### config.mk
export PLATFORM = sky130hd
export DESIGN_NAME = multicore_scheduler
export DESIGN_NICKNAME = d
export VERILOG_FILES = /design/src/rtl/multicore_pkg.sv /design/src/rtl/core_slot_fsm.sv /design/src/rtl/multicore_scheduler.sv
export SDC_FILE = /design/constraint.sdc
export NUM_CORES = 1
export LEC_CHECK = 0
export ABC_CLOCK_PERIOD_IN_PS = 3000
export CORE_MARGIN = 5
export CORE_UTILIZATION = 57
export CTS_BUF_LIST = sky130_fd_sc_hd__clkbuf_4
export DETAILED_ROUTE_END_ITERATION = 6
export GPL_TIMING_DRIVEN = 0
export HOLD_SLACK_MARGIN = 0.12
export PLACE_DENSITY = 0.83
export SLEW_MARGIN = 40
export SYNTH_ARGS = -nofsm -noshare
export SYNTH_HDL_FRONTEND = slang
export SYNTH_SLANG_ARGS = --single-unit
### constraint.sdc
create_clock -name clk -period 3 [get_ports clk]
set_clock_uncertainty 0.05 [all_clocks]
set_input_delay 0.45 -clock clk [delete_from_list [all_inputs] [get_ports clk]]
set_output_delay 0.45 -clock clk [all_outputs]
set_load 0.01 [all_outputs]
### src/rtl/multicore_pkg.sv
// Shared encodings, state types and slot timing helper for the multi-core scheduler.
package multicore_pkg;

  localparam logic [1:0] ST_STOP   = 2'b00;
  localparam logic [1:0] ST_RUN    = 2'b01;
  localparam logic [1:0] ST_SINGLE = 2'b10;
  localparam logic [1:0] ST_ABORT  = 2'b11;

  typedef enum logic [1:0] {IDLE, DISPATCH, DRAIN, DONE} top_state_t;

  typedef enum logic [2:0] {S_IDLE, S_READ, S_START, S_WAIT, S_WRITE} slot_state_t;

  // Cycles a slot spends on one task, excluding the wait for core_done.
  function automatic int unsigned slot_latency(input int unsigned read_cycles,
                                               input int unsigned wr_per_core);
    return read_cycles + 1 + wr_per_core + 1;
  endfunction

endpackage

### src/rtl/core_slot_fsm.sv
// One core slot: operand read, start pulse, completion wait and one-hot result write.
//   state   | meaning
//   S_IDLE  | free, may be assigned a task this cycle
//   S_READ  | read_en held for READ_CYCLES cycles
//   S_START | one-cycle core_start
//   S_WAIT  | waiting for core_done
//   S_WRITE | write_en walks one-hot across the group
module core_slot_fsm
  import multicore_pkg::*;
#(
  parameter int READ_CYCLES = 2,
  parameter int WR_PER_CORE = 4,
  parameter int TASK_W      = 8
) (
  input  logic                   clk,
  input  logic                   rst_n,
  input  logic                   ena,
  input  logic                   abort,
  input  logic                   assign_task,
  input  logic [TASK_W-1:0]      task_in,
  input  logic                   core_done,
  output logic                   idle,
  output logic                   core_start,
  output logic                   read_en,
  output logic [WR_PER_CORE-1:0] write_en,
  output logic [TASK_W-1:0]      task_id
);

  localparam int CNT_MAX = (READ_CYCLES > WR_PER_CORE) ? READ_CYCLES : WR_PER_CORE;
  localparam int CNT_W   = $clog2(CNT_MAX + 1);

  slot_state_t      state, state_nxt;
  logic [CNT_W-1:0] cnt, cnt_nxt;
  logic [CNT_W-1:0] wr_sel;

  always_ff @(posedge clk or negedge rst_n) begin
    if (!rst_n) begin
      state   <= S_IDLE;
      cnt     <= '0;
      task_id <= '0;
    end else if (abort) begin
      state   <= S_IDLE;
      cnt     <= '0;
      task_id <= '0;
    end else if (ena) begin
      state <= state_nxt;
      cnt   <= cnt_nxt;
      if (assign_task) task_id <= task_in;
    end
  end

  // Down-counters: loaded on entry, state advances at terminal count zero.
  always_comb begin
    state_nxt = state;
    cnt_nxt   = cnt;
    case (state)
      S_IDLE: begin
        if (assign_task) begin
          state_nxt = S_READ;
          cnt_nxt   = CNT_W'(READ_CYCLES - 1);
        end
      end
      S_READ: begin
        if (cnt == '0) state_nxt = S_START;
        else           cnt_nxt   = cnt - CNT_W'(1);
      end
      S_START: state_nxt = S_WAIT;
      S_WAIT: begin
        if (core_done) begin
          state_nxt = S_WRITE;
          cnt_nxt   = CNT_W'(WR_PER_CORE - 1);
        end
      end
      S_WRITE: begin
        if (cnt == '0) state_nxt = S_IDLE;
        else           cnt_nxt   = cnt - CNT_W'(1);
      end
      default: state_nxt = S_IDLE;
    endcase
  end

  always_comb begin
    idle       = (state == S_IDLE);
    read_en    = ena && (state == S_READ);
    core_start = ena && (state == S_START);
    wr_sel     = CNT_W'(WR_PER_CORE - 1) - cnt;
    write_en   = '0;
    if (ena && state == S_WRITE) write_en = WR_PER_CORE'(1) << wr_sel;
  end

endmodule

### src/rtl/multicore_scheduler.sv
// Round-robin task dispatcher over NUM_CORES slots with job-level completion tracking.
//   state    | meaning
//   IDLE     | waiting for a 00 -> 01/10 status transition
//   DISPATCH | handing tasks to the lowest free slot, one per cycle
//   DRAIN    | all tasks issued, waiting for every slot to go idle
//   DONE     | job complete, z high until status returns to 00
module multicore_scheduler
  import multicore_pkg::*;
#(
  parameter int NUM_CORES   = 4,
  parameter int WR_PER_CORE = 4,
  parameter int READ_CYCLES = 2,
  parameter int TASK_W      = 8
) (
  input  logic                             clk,
  input  logic                             rst_n,
  input  logic                             ena,
  input  logic [1:0]                       status,
  input  logic [TASK_W-1:0]                num_tasks,
  input  logic [NUM_CORES-1:0]             core_done,
  output logic [NUM_CORES-1:0]             core_start,
  output logic [NUM_CORES*TASK_W-1:0]      task_id,
  output logic [NUM_CORES-1:0]             read_en,
  output logic [NUM_CORES*WR_PER_CORE-1:0] write_en,
  output logic [NUM_CORES-1:0]             end_process,
  output logic                             z,
  output logic                             busy
);

  top_state_t           state, state_nxt;
  logic [1:0]           status_prev;
  logic                 single_q;
  logic [TASK_W-1:0]    num_q, next_task, total;
  logic [NUM_CORES-1:0] quota_used, slot_idle, eligible, grant;
  logic                 abort, start, dispatch_go;

  assign abort       = (status == ST_ABORT);
  assign start       = ena && (status_prev == ST_STOP) && (status == ST_RUN || status == ST_SINGLE);
  assign total       = (single_q && num_q > TASK_W'(NUM_CORES)) ? TASK_W'(NUM_CORES) : num_q;
  assign eligible    = slot_idle & ~(quota_used & {NUM_CORES{single_q}});
  assign dispatch_go = ena && !abort && (state == DISPATCH) && (next_task != total);
  // Isolate the lowest set bit of eligible.
  assign grant       = dispatch_go ? (eligible & (~eligible + NUM_CORES'(1))) : '0;

  always_ff @(posedge clk or negedge rst_n) begin
    if (!rst_n)              state <= IDLE;
    else if (ena || abort)   state <= state_nxt;
  end

  always_comb begin
    state_nxt = state;
    if (abort) begin
      state_nxt = IDLE;
    end else begin
      case (state)
        IDLE:     if (start) state_nxt = DISPATCH;
        DISPATCH: if (next_task == total) state_nxt = (total == '0) ? DONE : DRAIN;
        DRAIN:    if (&slot_idle) state_nxt = DONE;
        DONE:     if (status == ST_STOP) state_nxt = IDLE;
        default:  state_nxt = IDLE;
      endcase
    end
  end

  always_ff @(posedge clk or negedge rst_n) begin
    if (!rst_n) begin
      status_prev <= ST_STOP;
      single_q    <= 1'b0;
      num_q       <= '0;
      next_task   <= '0;
      quota_used  <= '0;
    end else if (ena) begin
      status_prev <= status;
      if (abort) begin
        next_task  <= '0;
        quota_used <= '0;
      end else if (state == IDLE && start) begin
        num_q      <= num_tasks;
        single_q   <= (status == ST_SINGLE);
        next_task  <= '0;
        quota_used <= '0;
      end else if (|grant) begin
        next_task  <= next_task + TASK_W'(1);
        quota_used <= quota_used | grant;
      end
    end
  end

  always_comb begin
    busy        = (state == DISPATCH) || (state == DRAIN);
    z           = (state == DONE);
    end_process = '0;
    if (state == DRAIN || state == DONE)  end_process = slot_idle;
    else if (state == DISPATCH && single_q) end_process = slot_idle & quota_used;
  end

  for (genvar i = 0; i < NUM_CORES; i++) begin : g_slot
    core_slot_fsm #(
      .READ_CYCLES (READ_CYCLES),
      .WR_PER_CORE (WR_PER_CORE),
      .TASK_W      (TASK_W)
    ) u_slot (
      .clk         (clk),
      .rst_n       (rst_n),
      .ena         (ena),
      .abort       (abort),
      .assign_task (grant[i]),
      .task_in     (next_task),
      .core_done   (core_done[i]),
      .idle        (slot_idle[i]),
      .core_start  (core_start[i]),
      .read_en     (read_en[i]),
      .write_en    (write_en[i*WR_PER_CORE +: WR_PER_CORE]),
      .task_id     (task_id[i*TASK_W +: TASK_W])
    );
  end

endmodule

==> flow_metrics.tcl, run 1 <==
set metrics [dict create \
    start_kind "register" \
    seq_area_frac_synth_pct 38.11 \
    end_kind "register" \
    clock_power_share_pct 11.6 \
    hold_violations 0 \
    insertion_delay_ns 0.43 \
    wire_per_inst_um 17.32 \
    post-route-period-util_pct 94.49 \
    syn_to_final_growth_pct 20.87 \
    synthSimpleGateAreaFrac_pct 20.98 \
    grt_max_degree 56 \
    hp-class "in -> async" \
    cts_root_buf "clkbuf_4" \
    drive_gt1_share_pct 10.03 \
    status "finished clean" \
    postCtsSetupBuffers 0 \
    synthAdderAreaFrac_pct 7.198 \
    synth_compound_area_share_pct 19.76 \
    met3_length_um 788 \
    nets 739 \
    dr_wl_met2_um 6832 \
    worst_pin_slew_ns 0.8645 \
    clockBufferDepth 2 \
    arrival_ns 3.08 \
    synth_area_per_cell_um2 8.850 \
    wl_met1_um 5953 \
    path_class "reg -> reg" \
    antennaDiodeCount 0 \
    grtUsageTotal_pct 24.91 \
    slew-limit-headroom_pct 42.37 \
    worst-path-max-fanout 10 \
    cts_made_buffers 9 \
    avgViaCountPerCell 6.136 \
    power_density_mw_per_mm2 789.1 \
    antenna_found_initial 0 \
    ir_drop_mv 0.5907 \
    place.gp.congestion 0.9089 \
    synth_xor_xnor_area_share_pct 1.153 \
    cts.clk_slew.worst_paths_ns 0.15 \
    yosysUniqueCellTypes 68 \
    rrSetupSlack_ns 0.17 \
    io_pins 79 \
    firstDrtPassIters 5 \
    die_area_mm2 0.01136 \
    yosys-top-cells-area "dfrtp_1, ha_1, a21oi_1, nand3_1, o21ai_0" \
    die_x_um 106.6 \
    netSwitchingFraction_pct 46.71 \
    required_ns 3.25 \
    grt_pass1_vias 4744 \
    min_period_ns 2.835 \
    core-area_mm2 0.009153 \
    wirelength_um 14010 \
    p_comb_share_pct 55.9 \
    placed_cell_area_mm2 0.006271 \
    ys_ff_latch 81 \
    dp_hpwl_um 10500 \
    ant_nets 0 \
    vias 4964 \
    synthCells 601 \
    start_util_pct 58.11 \
    grt_overflow 0 \
    setup_viol 0 \
    cts_sinks 81 \
    p_sw_mw 2.370 \
    portBuffers 78 \
    cts_tree "done" \
    rsz0062_at_grt "no" \
    final_area_mm2 0.006429 \
    synthMuxAreaShare_pct 5.222 \
    r2r_start "single_q" \
    rows 35 \
    synth_top_flop_cell "dfrtp_1" \
    p_int_mw 2.703 \
    synth_enable_flop_cells 0 \
    p_leak_nw 2.683 \
    async_flop_share_pct 100.0 \
    maxCapViolCount 0 \
    die_y_um 106.6 \
    final_cells 809 \
    ff2ff_path_depth 9 \
    drcViolationCount 0 \
    syn_nets 647 \
    routed.top_layer "met4" \
    p_seq_share_pct 32.5 \
    yosysTopAreaCell "dfrtp_1" \
    dpl.cell_count 792 \
    drv_slew 0 \
    drt_iter0_markers 358 \
    synth_top_family_by_area "simple AND/OR/NAND/NOR gates" \
    htree_num_levels 3 \
    postLayoutCoreUtil_pct 70.24 \
    synth_top_area_share_pct 38.11 \
    fmaxAchievable_mhz 352.8 \
    grt_pass1_wl_um 22980 \
    r2r_end "next_task[7]" \
    yosys_warnings 0 \
    syn-cell-area_mm2 0.005319 \
]
==> registers in the layout (all words and copies together) (netlist names) <==
register	count
single_q	1
num_q	8
g_slot.u_slot.cnt	12
status_prev	2
state	2
quota_used	4
next_task	8
g_slot.u_slot.state	12
g_slot.u_slot.task_id	32
==> layout by cell type (no fill, tap or decap), drive strengths merged, types with 3 or more instances in the layout <==
cell and count:
a21boi 4, a21oi 50, a31o 8, a31oi 6, and2 16, and3 6, buf 24, clkbuf 42
clkdlybuf4s50 76, clkinvlp 3, dfrtp 81, ha 29, inv 38, mux2 14, mux2i 12, nand2 24
nand2b 12, nand3 47, nand3b 4, nand4 6, nor2 41, nor2b 14, nor3 13, nor3b 3
nor4 3, o211ai 8, o21a 5, o21ai 47, o311ai 3, or3 5, or4 6, xnor2 5
==> kinds of logic (layout without fill, tap and decap cells) <==
group	after synthesis	in the layout
buffers and inverters	89	186
adder cells (fa/ha/maj)	31	31
flip-flops	81	81
multiplexers	26	26
AND/OR/NAND/NOR	209	209
AO/OA/AOI/OAI	158	158
XOR/XNOR	7	7
==> final cells by class <==
| class | instances | area, µm² |
|---|---|---|
| Buffer | 54 | 295.3 |
| Fill cell | 734 | 2724 |
| Tap cell | 111 | 138.9 |
| Inverter | 35 | 131.4 |
| Clock inverter | 7 | 52.55 |
| Multi-Input combinational cell | 431 | 2894 |
| Timing Repair Buffer | 81 | 822.0 |
| Sequential cell | 81 | 2027 |
| Clock buffer | 9 | 67.56 |
==> Yosys cell counts, drive strengths merged, types with 13 or more instances <==
cell,count
a21oi,50
and2,16
buf,21
clkbuf,33
dfrtp,81
ha,29
inv,35
mux2,14
nand2,24
nand3,47
nor2,41
nor2b,14
nor3,13
o21ai,47
==> repair_timing <==
action / CTS / global route
hold buffers: 1 / 0
setup endpoints to repair: 24 / 3
resized for setup: 11 / 2
hold endpoints to repair: 26 / 0
==> per-stage QoR <==
step	TNS, ns	hold WS, ns	total power [mW]	worst slack (ns)
CTS	0	0.3683	5.044	0.1069
finish	0	0.3743	5.073	0.1653
floorplan	0	0.1044	3.597	0.4483
global route	0	0.3992	5.462	0.02382
global placement	-135.46	0.4423	4.316	-1.484
detailed placement	-16.43	0.2803	4.449	-0.9745
==> worst max path at each step <==
| stage | startpoint | to | slack [ns] | depth (start not counted) |
|---|---|---|---|---|
| floorplan | num_q[7] | g_slot[3].u_slot.cnt[2] | 0.45 | 6 |
| global placement | rst_n | g_slot[1].u_slot.task_id[1] | -1.48 | 1 |
| detailed placement | ena | core_start[0] | -0.97 | 7 |
| CTS | g_slot[0].u_slot.state[2] | write_en[2] | 0.11 | 5 |
| global route | single_q | next_task[7] | 0.02 | 9 |
| finish | single_q | next_task[7] | 0.17 | 9 |
==> routing by layer <==
metal | GRT usage, % | vias up
li1 | - | 2321
met1 | 32.75 | 2414
met2 | 41.59 | 191
met3 | 3.131 | 38
met4 | 10.50 | 0
met5 | 0 | -
==> critical path, stage by stage, from the launching register on <==
cell and delay, ns:
dfrtp_1 0.43, clkbuf_1 0.21, buf_2 0.24, a2111o_1 0.45
o211ai_1 0.21, o21ai_0 0.16, a31o_2 0.26, buf_4 0.17
o311ai_0 0.34, o221ai_1 0.18
==> power by group through the flow <==
stage / Sequential [mW] / Clock [mW] / Combinational, mW
3_3_place_gp: 1.65 / 0 / 2.67
6_report: 1.65 / 0.587 / 2.84
3_5_place_dp: 1.66 / 0 / 2.79
4_1_cts: 1.64 / 0.599 / 2.81
2_1_floorplan: 1.62 / 0 / 1.98
5_1_grt: 1.69 / 0.651 / 3.12
Note: power is estimated with default switching activity, not from simulation.
==> run 2: changes to the inputs <==
--- a/config.mk
+++ b/config.mk
@@ -13,7 +13,7 @@
 export GPL_TIMING_DRIVEN = 0
 export HOLD_SLACK_MARGIN = 0.12
 export PLACE_DENSITY = 0.83
-export SLEW_MARGIN = 40
+export SLEW_MARGIN = 20
 export SYNTH_ARGS = -nofsm -noshare
 export SYNTH_HDL_FRONTEND = slang
 export SYNTH_SLANG_ARGS = --single-unit
==> flow_metrics.tcl, run 2 (synthesis results as in run 1) <==
set metrics [dict create \
    cts_root_buf "clkbuf_4" \
    placed_cell_area_mm2 0.006264 \
    final_common_cell "dfrtp_1" \
    wire_per_inst_um 17.47 \
    drive_gt1_share_pct 10.33 \
    regMostFlops "g_slot.u_slot.task_id" \
    antennaDiodeCount 0 \
    final_area_mm2 0.006454 \
    syn_to_final_growth_pct 21.34 \
    cts_tree "done" \
    p_seq_share_pct 32.0 \
    rows 35 \
    p_sw_mw 2.370 \
    start_util_pct 58.11 \
    rsz0062_at_grt "no" \
    largest_reg_flops 32 \
    postLayoutCoreUtil_pct 70.51 \
    total_power_mw 5.156 \
    hold_violations 0 \
    io_pins 79 \
    hp-class "in -> async" \
    p_comb_share_pct 54.9 \
    path_cells "clkbuf_1 -> buf_2 -> nand3_1 -> a21oi_1 -> clkdlybuf4s50_1" \
    clockBufferDepth 2 \
    grt_overflow 0 \
    p_leak_nw 2.699 \
    worst_pin_slew_ns 0.8152 \
    end_kind "output pin" \
    place.gp.congestion 0.9089 \
    grt_pass1_vias 4783 \
    power_density_mw_per_mm2 799.0 \
    maxCapViolCount 0 \
    min_period_ns 2.854 \
    setup_viol 0 \
    p_int_mw 2.787 \
    cts_sinks 81 \
    antenna_found_initial 0 \
    vias 4985 \
    wirelength_um 14120 \
    status "finished clean" \
    crit_slowest_cell "clkdlybuf4s50_1" \
    worst-path-max-fanout 10 \
    arrival_ns 2.35 \
    dp_hpwl_um 10510 \
    reg_top3 "g_slot.u_slot.task_id (32), g_slot.u_slot.cnt (12), g_slot.u_slot.state (12)" \
    drt_iter0_markers 361 \
    insertion_delay_ns 0.44 \
    clock_power_share_pct 13.1 \
    htree_num_levels 3 \
    portBuffers 78 \
    die_x_um 106.6 \
    slew-limit-headroom_pct 45.65 \
    core-area_mm2 0.009153 \
    path_buf_inv 3 \
    ant_nets 0 \
    post-route-period-util_pct 95.13 \
    grtUsageTotal_pct 25.21 \
    drcViolationCount 0 \
    cpPeakStageDelay_ns 0.58 \
    grt_pass1_wl_um 23280 \
    grt_max_degree 52 \
    cts.clk_slew.worst_paths_ns 0.14 \
    cp_top_family "buffers and inverters" \
    cts_made_buffers 9 \
    nets 738 \
    postCtsSetupBuffers 0 \
    drv_slew 0 \
    ir_drop_mv 0.5875 \
    final_cell_mix "dfrtp_1, clkdlybuf4s50_1, a21oi_1" \
    fmaxAchievable_mhz 350.4 \
    avgViaCountPerCell 6.170 \
    required_ns 2.50 \
    die_area_mm2 0.01136 \
    num-fill-cells 711 \
    netSwitchingFraction_pct 45.95 \
    start_kind "register" \
    firstDrtPassIters 6 \
    path_class "reg -> out" \
    die_y_um 106.6 \
]
-- run 2: path summary, 6_finish.rpt --
path | slack [ns] | cells after the start | endpoint | from
hold / removal | 0.44 | 2 | g_slot[2].u_slot.cnt[2] | rst_n
setup / recovery | 0.15 | 5 | end_process[3] | single_q
min in group clk | 0.49 | 1 | status_prev[1] | status_prev[1]
setup reg to reg | 0.24 | 9 | next_task[7] | single_q
hold reg to reg | 0.49 | 1 | status_prev[1] | status_prev[1]
max in group asynchronous | 1.87 | 3 | next_task[4] | rst_n
-- run 2: metrics by stage --
stage | hold WS, ns | setup slack [ns] | setup TNS, ns | cells
5_1_grt | 0.4501 | 0.02914 | 0 | 808
4_1_cts | 0.4517 | 0.05651 | 0 | 808
3_3_place_gp | 0.4423 | -1.484 | -135.46 | 790
2_1_floorplan | 0.1044 | 0.4483 | 0 | 601
6_report | 0.4378 | 0.1460 | 0 | 808
3_5_place_dp | 0.3812 | -0.9946 | -16.91 | 791
-- run 2: final cells by class --
class                   instances  area [µm²]  share of cell area, %
multi-input cells             431        2903                  44.98
flip-flops and latches         81        2027                  31.41
repair buffers                 80       814.5                  12.62
plain buffers                  54       295.3                  4.575
well taps                     111       138.9                  2.152
inverters                      35       131.4                  2.036
clock inverters                 7       76.32                  1.183
clock buffers                   9       67.56                  1.047
-- run 2: repair_timing --
action                     in CTS  in global routing
pin swaps                       0                  0
setup endpoints to repair      24                 61
hold buffers                    1                  0
hold endpoints to repair       30                  0
gates resized for setup        11                  5
-- run 2: metal layers --
| layer | vias up | GRT usage [%] | part of all wire (%) |
|---|---|---|---|
| li1 | 2318 | - | - |
| met1 | 2404 | 33.06 | 42 |
| met2 | 218 | 41.46 | 48 |
| met3 | 45 | 3.311 | 6.7 |
| met4 | 0 | 11.87 | 3.4 |
| met5 | - | 0 | 0 |
-- run 2: power groups by stage --
stage / combinational [mW] / sequential (mW) / clock, mW
5_1_grt: 3.14 / 1.69 / 0.729
6_report: 2.83 / 1.65 / 0.674
3_5_place_dp: 2.77 / 1.67 / 0
3_3_place_gp: 2.67 / 1.65 / 0
4_1_cts: 2.79 / 1.64 / 0.675
2_1_floorplan: 1.98 / 1.62 / 0
==> run 3: changes to the inputs <==
--- a/config.mk
+++ b/config.mk
@@ -13,6 +13,7 @@
 export GPL_TIMING_DRIVEN = 0
 export HOLD_SLACK_MARGIN = 0.12
 export PLACE_DENSITY = 0.83
+export REMOVE_ABC_BUFFERS = 1
 export SLEW_MARGIN = 20
 export SYNTH_ARGS = -nofsm -noshare
 export SYNTH_HDL_FRONTEND = slang
==> flow_metrics.tcl, run 3 (synthesis results as in run 1) <==
set metrics [dict create \
    insertion_delay_ns 0.45 \
    power_density_mw_per_mm2 812.5 \
    start_util_pct 58.11 \
    avgViaCountPerCell 6.319 \
    hp-class "in -> async" \
    path_class "reg -> reg" \
    min_period_ns 2.894 \
    drv_slew 0 \
    clockBufferDepth 2 \
    core-area_mm2 0.009153 \
    cts_tree "done" \
    regMostFlops "g_slot.u_slot.task_id" \
    ant_nets 0 \
    fmaxAchievable_mhz 345.5 \
    drcViolationCount 0 \
    grtUsageTotal_pct 24.21 \
    vias 4796 \
    cts.clk_slew.worst_paths_ns 0.13 \
    firstDrtPassIters 7 \
    total_power_mw 5.048 \
    start_kind "register" \
    end_kind "register" \
    hold_violations 0 \
    final_common_cell "dfrtp_1" \
    drt_iter0_markers 467 \
    die_area_mm2 0.01136 \
    register_area_mm2 0.002028 \
    ir_drop_mv 0.5696 \
    grt_pass1_wl_um 22230 \
    cts_root_buf "clkbuf_4" \
    setup_viol 0 \
    required_ns 3.29 \
    p_leak_nw 2.579 \
    worst_pin_slew_ns 0.8942 \
    drive_gt1_share_pct 8.796 \
    multi_input_comb_area_mm2 0.002935 \
    final_cell_mix "dfrtp_1, clkdlybuf4s50_1, a21oi_1" \
    largest_reg_flops 32 \
    num-fill-cells 746 \
    portBuffers 78 \
    die_y_um 106.6 \
    post-route-period-util_pct 96.47 \
    rsz0062_at_grt "yes" \
    reg_top3 "g_slot.u_slot.task_id (32), g_slot.u_slot.cnt (12), g_slot.u_slot.state (12)" \
    antenna_found_initial 0 \
    dp_hpwl_um 9232 \
    cts_sinks 81 \
    wirelength_um 13580 \
    status "finished clean" \
    place.gp.congestion 0.8303 \
    io_pins 79 \
    grt_pass1_vias 4570 \
    grt_max_degree 47 \
    maxCapViolCount 0 \
    nets 689 \
    arrival_ns 3.19 \
    cts_made_buffers 9 \
    htree_num_levels 3 \
    die_x_um 106.6 \
    grt_overflow 0 \
    final_area_mm2 0.006213 \
    antennaDiodeCount 0 \
    rows 35 \
    wire_per_inst_um 17.89 \
    placed_cell_area_mm2 0.006002 \
    worst-path-max-fanout 37 \
    syn_to_final_growth_pct 16.82 \
    slew-limit-headroom_pct 40.39 \
]
## run 3: changes by cell type in the layout (fill, tap and decap cells not counted), sizes merged
| cell | change |
|---|---|
| clkbuf | -32 |
| buf | -16 |
| inv | -2 |
| a31oi | +1 |
| clkinvlp | +1 |
| dlygate4sd2 | -1 |
## run 3: routing by layer
layer,GRT usage [%],wire (µm)
met4,9.680,267
met2,40.20,6789
met1,31.85,5621
met3,3.672,899
met5,0,0
## run 3: cell type report
| class | count | share of cell area [%] |
|---|---|---|
| inverters | 35 | 2.114 |
| repair buffers | 84 | 13.61 |
| well taps | 111 | 2.235 |
| multi-input cells | 432 | 47.24 |
| flip-flops and latches | 81 | 32.64 |
| clock inverters | 6 | 0.9464 |
| clock buffers | 10 | 1.208 |
## run 3: path summary, 6_finish.rpt
kind,from,endpoint,slack [ns],cells past startpoint
max,num_q[7],g_slot[0].u_slot.cnt[0],0.11,6
max reg2reg,num_q[7],g_slot[0].u_slot.cnt[0],0.11,6
min reg2reg,status_prev[0],status_prev[0],0.48,1
max in group asynchronous,rst_n,g_slot[0].u_slot.task_id[4],1.79,3
min in group clk,status_prev[0],status_prev[0],0.48,1
min,rst_n,g_slot[2].u_slot.cnt[1],0.48,2
## run 3: what timing repair did
item / CTS / global route
hold buffers: 1 / 0
endpoints found under the hold margin: 45 / 0
pin swaps: 1 / 0
resized for setup: 5 / 1
cloned: 1 / 0
setup buffers: 3 / 0
endpoints found under the setup margin: 53 / 2
## run 3: worst max-delay path: stages (launching register included)
cell and delay (ns):
dfrtp_1 0.45, or4_4 0.61, or4_4 0.45, a31oi_4 0.33, a31o_4 0.47, o21ai_1 0.21, o21a_1 0.22
## run 3: stage by stage
step                      utilization, %  instances  hold slack, ns    TNS (ns)  setup slack (ns)
final                              67.89        759          0.4819           0            0.1060
after global routing               67.89        759          0.5125  -0.0005029        -0.0005029
after CTS                          67.83        759          0.4876           0            0.1105
after detailed placement           65.58        738          0.4473      -28.32           -0.7814
after global placement             65.19        736          0.4403     -214.48            -1.583
after floorplan                        -        547          0.1044           0           0.03185
## run 3: report_power, final
group | internal, mW | leakage (nW) | total (mW) | switching, mW
clock | 0.258 | 0.0698 | 0.650 | 0.393
combinational | 1.04 | 1.43 | 2.50 | 1.45
sequential | 1.37 | 1.07 | 1.90 | 0.527
total | 2.68 | 2.58 | 5.05 | 2.37
